===== config.mk =====
export PLATFORM = sky130hd
export DESIGN_NAME = mod_inv
export DESIGN_NICKNAME = d
export VERILOG_FILES = /design/src/rtl/mod_inv.sv
export SDC_FILE = /design/constraint.sdc
export NUM_CORES = 1
export LEC_CHECK = 0
export CAP_MARGIN = 20
export CORE_MARGIN = 10
export CORE_UTILIZATION = 30
export CTS_CLUSTER_SIZE = 14
export DETAILED_ROUTE_END_ITERATION = 6
export MAX_ROUTING_LAYER = met4
export SLEW_MARGIN = 20
export SYNTH_ARGS = -nofsm -noshare
export SYNTH_HDL_FRONTEND = slang
export SYNTH_SLANG_ARGS = --single-unit

===== constraint.sdc =====
create_clock -name clk -period 3.76 [get_ports clk]
set_input_delay 0.376 -clock clk [delete_from_list [all_inputs] [get_ports clk]]
set_output_delay 0.376 -clock clk [all_outputs]
set_load 0.05 [all_outputs]

===== src/rtl/mod_inv.sv =====
// Modular inverse B = A^-1 mod p via binary extended Euclid, one step per cycle.
// Optional input/gcd checking and err reporting enabled by macro MOD_INV_ERR_CHECK_EN.
module mod_inv #(
  parameter int WIDTH = 4
) (
  input  logic             clk,
  input  logic             rst_n,
  input  logic [WIDTH-1:0] A,
  output logic [WIDTH-1:0] B,
  input  logic [WIDTH-1:0] p,
  input  logic             start,
  output logic             busy,
  output logic             err
);

  localparam int MAX_ITER = 4 * WIDTH;
  localparam int CW       = $clog2(MAX_ITER + 1);

  typedef enum logic {IDLE, CALC} state_t;

  state_t           r_state;
  logic [WIDTH-1:0] r_u, r_v, r_x1, r_x2, r_p;
  logic [CW-1:0]    r_cnt;

  // x/2 mod m for odd m: an odd x is made even by adding m first.
  // NOTE: the sum is WIDTH+1 bits wide so the carry out of x+m survives the shift.
  function automatic logic [WIDTH-1:0] half_mod(input logic [WIDTH-1:0] x,
                                                input logic [WIDTH-1:0] m);
    logic [WIDTH:0] s;
    s = x[0] ? ({1'b0, x} + {1'b0, m}) : {1'b0, x};
    return s[WIDTH:1];
  endfunction

  // (a-b) mod m for a,b in [0,m-1]; a borrow is repaired by adding m back.
  function automatic logic [WIDTH-1:0] sub_mod(input logic [WIDTH-1:0] a,
                                               input logic [WIDTH-1:0] b,
                                               input logic [WIDTH-1:0] m);
    logic [WIDTH:0] d;
    d = {1'b0, a} - {1'b0, b};
    if (d[WIDTH]) d = d + {1'b0, m};
    return d[WIDTH-1:0];
  endfunction

`ifdef MOD_INV_ERR_CHECK_EN
  logic r_err;
  logic r_bad;
  logic w_bad_in;
  assign w_bad_in = (A == '0) || (A >= p) || !p[0] || (p < WIDTH'(3));
  assign err      = r_err;
`else
  assign err = 1'b0;
`endif

  // NOTE: every state/datapath register is cleared by the async reset, so an
  // aborted computation leaves no partial result visible on B.
  always_ff @(posedge clk or negedge rst_n) begin
    if (!rst_n) begin
      r_state <= IDLE;
      busy    <= 1'b0;
      B       <= '0;
      r_u     <= '0;
      r_v     <= '0;
      r_x1    <= '0;
      r_x2    <= '0;
      r_p     <= '0;
      r_cnt   <= '0;
`ifdef MOD_INV_ERR_CHECK_EN
      r_err   <= 1'b0;
      r_bad   <= 1'b0;
`endif
    end else begin
      case (r_state)
        IDLE: begin
          if (start) begin
            r_u     <= A;
            r_v     <= p;
            r_p     <= p;
            r_x1    <= WIDTH'(1);
            r_x2    <= '0;
            r_cnt   <= '0;
            busy    <= 1'b1;
            r_state <= CALC;
`ifdef MOD_INV_ERR_CHECK_EN
            r_err   <= 1'b0;
            r_bad   <= w_bad_in;
`endif
          end
        end

        CALC: begin
`ifdef MOD_INV_ERR_CHECK_EN
          // Invalid operands, or a zero residue meaning gcd(A,p) != 1.
          if (r_bad || r_u == '0 || r_v == '0) begin
            B       <= '0;
            busy    <= 1'b0;
            r_err   <= 1'b1;
            r_state <= IDLE;
          end else
`endif
          if (r_u == WIDTH'(1)) begin
            B       <= r_x1;
            busy    <= 1'b0;
            r_state <= IDLE;
          end else if (r_v == WIDTH'(1)) begin
            B       <= r_x2;
            busy    <= 1'b0;
            r_state <= IDLE;
          end else if (r_cnt == CW'(MAX_ITER)) begin
            B       <= '0;
            busy    <= 1'b0;
            r_state <= IDLE;
`ifdef MOD_INV_ERR_CHECK_EN
            r_err   <= 1'b1;
`endif
          end else begin
            r_cnt <= r_cnt + CW'(1);
            if (!r_u[0]) begin
              r_u  <= r_u >> 1;
              r_x1 <= half_mod(r_x1, r_p);
            end else if (!r_v[0]) begin
              r_v  <= r_v >> 1;
              r_x2 <= half_mod(r_x2, r_p);
            end else if (r_u >= r_v) begin
              r_u  <= r_u - r_v;
              r_x1 <= sub_mod(r_x1, r_x2, r_p);
            end else begin
              r_v  <= r_v - r_u;
              r_x2 <= sub_mod(r_x2, r_x1, r_p);
            end
          end
        end

        default: r_state <= IDLE;
      endcase
    end
  end

endmodule


==> impl_metrics.toml <==
[floorplan]
die_x_microns = 116
die_area_sq_mm = 0.0134
num_rows = 34
fp.coreArea_sq_mm = 0.00881
ios = 17
start_util = 0.311
dieHeight_microns = 116

[critical_path]
crit_required_ns = 3.97
r2r_start = "r_u[0]"
crit_type = "register to register"
start_kind = "register"
crit_fanout = 14
cp.arrival_ns = 3.06
reg2reg_to = "r_x1[3]"
regToRegSetupSlack_ns = 0.90
cp-end-kind = "register"
r2r.worst_path.cells = 8

[synth]
synth_cells = 296
synth_top_area_share = 0.283
async_reset_ff_frac = 1.00
synth_area_sq_mm = 0.00274
synth_cell_type_count = 52
yosysTopAreaCell = "dfrtp_1"
synth-seq-cells = 31
synthesis.nets = 343
synth_fa_ha_area_frac = 0.186
synth_edf_count = 0
synth-simple-area-share = 0.142
synthTopCellsByArea = "dfrtp_1 (28%), ha_1 (13%), fa_1 (5.8%), o21ai_0 (4.2%), inv_1 (3.8%)"
postSynthAreaPerCell_sq_um = 9.26
synthFlopType = "dfrtp_1"
synthMuxAreaShare = 0.0415
synthXorXnorAreaFrac = 0.0575
yosysSeqAreaShare = 0.283
ys_top_cells_by_count = "dfrtp_1 (31), ha_1 (28), inv_1 (28)"
synth_top_family_by_area = "compound AO/OA/AOI/OAI gates"
yosysMostFrequentCell = "dfrtp_1"
synth_compound_area_frac = 0.210
yosys_warnings = 0

[layout]
diodes = 0
final_nets = 355
layout-drive-gt1-share = 0.0939
syn2layout_area_growth_pct = 11.6

[clocking]
cts_resized = 0
numCtsBuffers = 5
htree_levels = 2
clock_sinks = 31
clock_latency_ns = 0.29
cts_setup_buffers = 0
cts_buffer_depth = 2
cts.clk_slew.worst_paths_ns = 0.07
cts-hold-fix-buffers = 0
root_buffer = "clkbuf_8"
cts_tree = "built"

[timing]
setup_viol = 0
tightest_slew_ns = 0.852
clock_skew_ns = 0.00674
fmax_ghz = 0.350
maxSlewViolCount = 0
min_period_ns = 2.86
relSlewSlack = 0.427
rsz0062_at_grt = "false"
fin_setup_tns_ns = 0
post-route-period-util = 0.759
timing.final.hold_violations = 0

[drt]
wl_per_cell_microns = 15.5
routed_wl_microns = 6450
vias = 2171
ant_nets = 0
viasPerCell = 5.21
drc = 0
firstDrtPassIters = 4
drt_iter0_drc = 121

[global_route]
grt_max_degree = 32
grtUsageTotal = 0.104
grt_pass1_vias = 2244
grt_overflow = 0
grt_antenna_before_repair = 0
grt_pass1_wl_microns = 11000

[min_path]
min_path_type = "register to register"
hold_end = "B[0]"
min_path_cells = 2
hp-start = "B[0]"

[place]
port-buffer-count = 15
gp_congestion = 0.852
dp_hpwl_microns = 5160

[job]
drv_cap = 0

[outcome]
outcome = "finished clean"
[cell usage in the layout, fill, tap and decap left out, types with 2 or more instances in the layout]
cell	synthesis	routed
mux2_2	3	3
nor3_1	3	3
xnor2_1	8	8
ha_1	28	28
clkdlybuf4s50_1	0	15
o21ai_0	23	23
nor2b_1	3	3
dfrtp_1	31	31
a21oi_1	19	19
inv_1	28	28
a21o_1	4	4
a31oi_1	5	5
o22ai_1	2	2
buf_4	2	2
fa_1	8	8
o21a_1	2	2
nor2_1	19	19
a211oi_1	5	5
nand4_1	3	3
xor2_1	10	10
nand2_1	23	23
a31o_2	3	3
a22oi_1	5	5
mux2i_1	8	8
clkbuf_8	1	6
nor4_1	2	2
a2bb2oi_1	2	2
or3_1	3	3
o211ai_1	4	4
nand3_1	9	9
[layout make-up]
type	instances	area, sq um
inverters	29	114
well taps	108	135
clock inverters	2	35.0
fillers	886	5750
flip-flops and latches	31	776
repair buffers	17	165
multi-input cells	224	1750
clock buffers	6	82.6
[routing by layer]
layer | GRT usage | vias to the layer above | routed length (microns)
li1 | - | 1072 | -
met1 | 0.123 | 1059 | 2970
met2 | 0.179 | 33 | 3240
met3 | 0.0160 | 7 | 164
met4 | 0.0329 | 0 | 81
met5 | - | - | 0
[critical path, cell delays in order, from the launching register on]
cell and delay [ns]:
dfrtp_1 0.59, inv_1 0.13, ha_1 0.26, fa_1 0.40
a21bo_2 0.23, nand4_1 0.25, a21boi_4 0.46, mux2_2 0.38
o21ai_0 0.06
[cell families after synthesis]
kind of cell               Yosys count
AOI/OAI and AO/OA                   84
and+or+nand+nor                     74
buffers and inverters               41
adders and majority gates           36
DFF                                 31
xor gates and xnor gates            18
muxes                               11
other                                1
[worst max path at each step]
stage	cells after the start	start	slack [ns]	to
2_1_floorplan	11	r_x1[0]	1.32	r_x1[3]
3_3_place_gp	8	r_u[0]	1.03	r_x1[3]
3_5_place_dp	8	r_u[0]	0.94	r_x1[3]
4_1_cts	8	r_u[0]	0.89	r_x1[3]
5_1_grt	10	r_x1[0]	0.70	r_x1[3]
6_report	8	r_u[0]	0.90	r_x1[3]
[through the flow]
step | instances | hold slack, ns | worst slack (ns) | area [sq um] | util
2_1_floorplan | 296 | 0.0804 | 1.32 | 2740 | -
3_3_place_gp | 409 | 0.465 | 1.03 | 2940 | 0.334
3_5_place_dp | 409 | 0.469 | 0.936 | 2940 | 0.334
4_1_cts | 417 | 0.485 | 0.890 | 3060 | 0.347
5_1_grt | 417 | 0.525 | 0.695 | 3060 | 0.347
6_report | 417 | 0.480 | 0.905 | 3060 | 0.347
[sequential cells by signal, indices dropped and copies added, names as in the netlist]
name,cells
r_cnt,5
B,4
r_p,4
r_u,4
r_v,4
r_x1,4
r_x2,4
busy,1
r_state,1
Power is not shown: default switching activity piles up to over one toggle a cycle in this logic, so the estimate is an artifact.
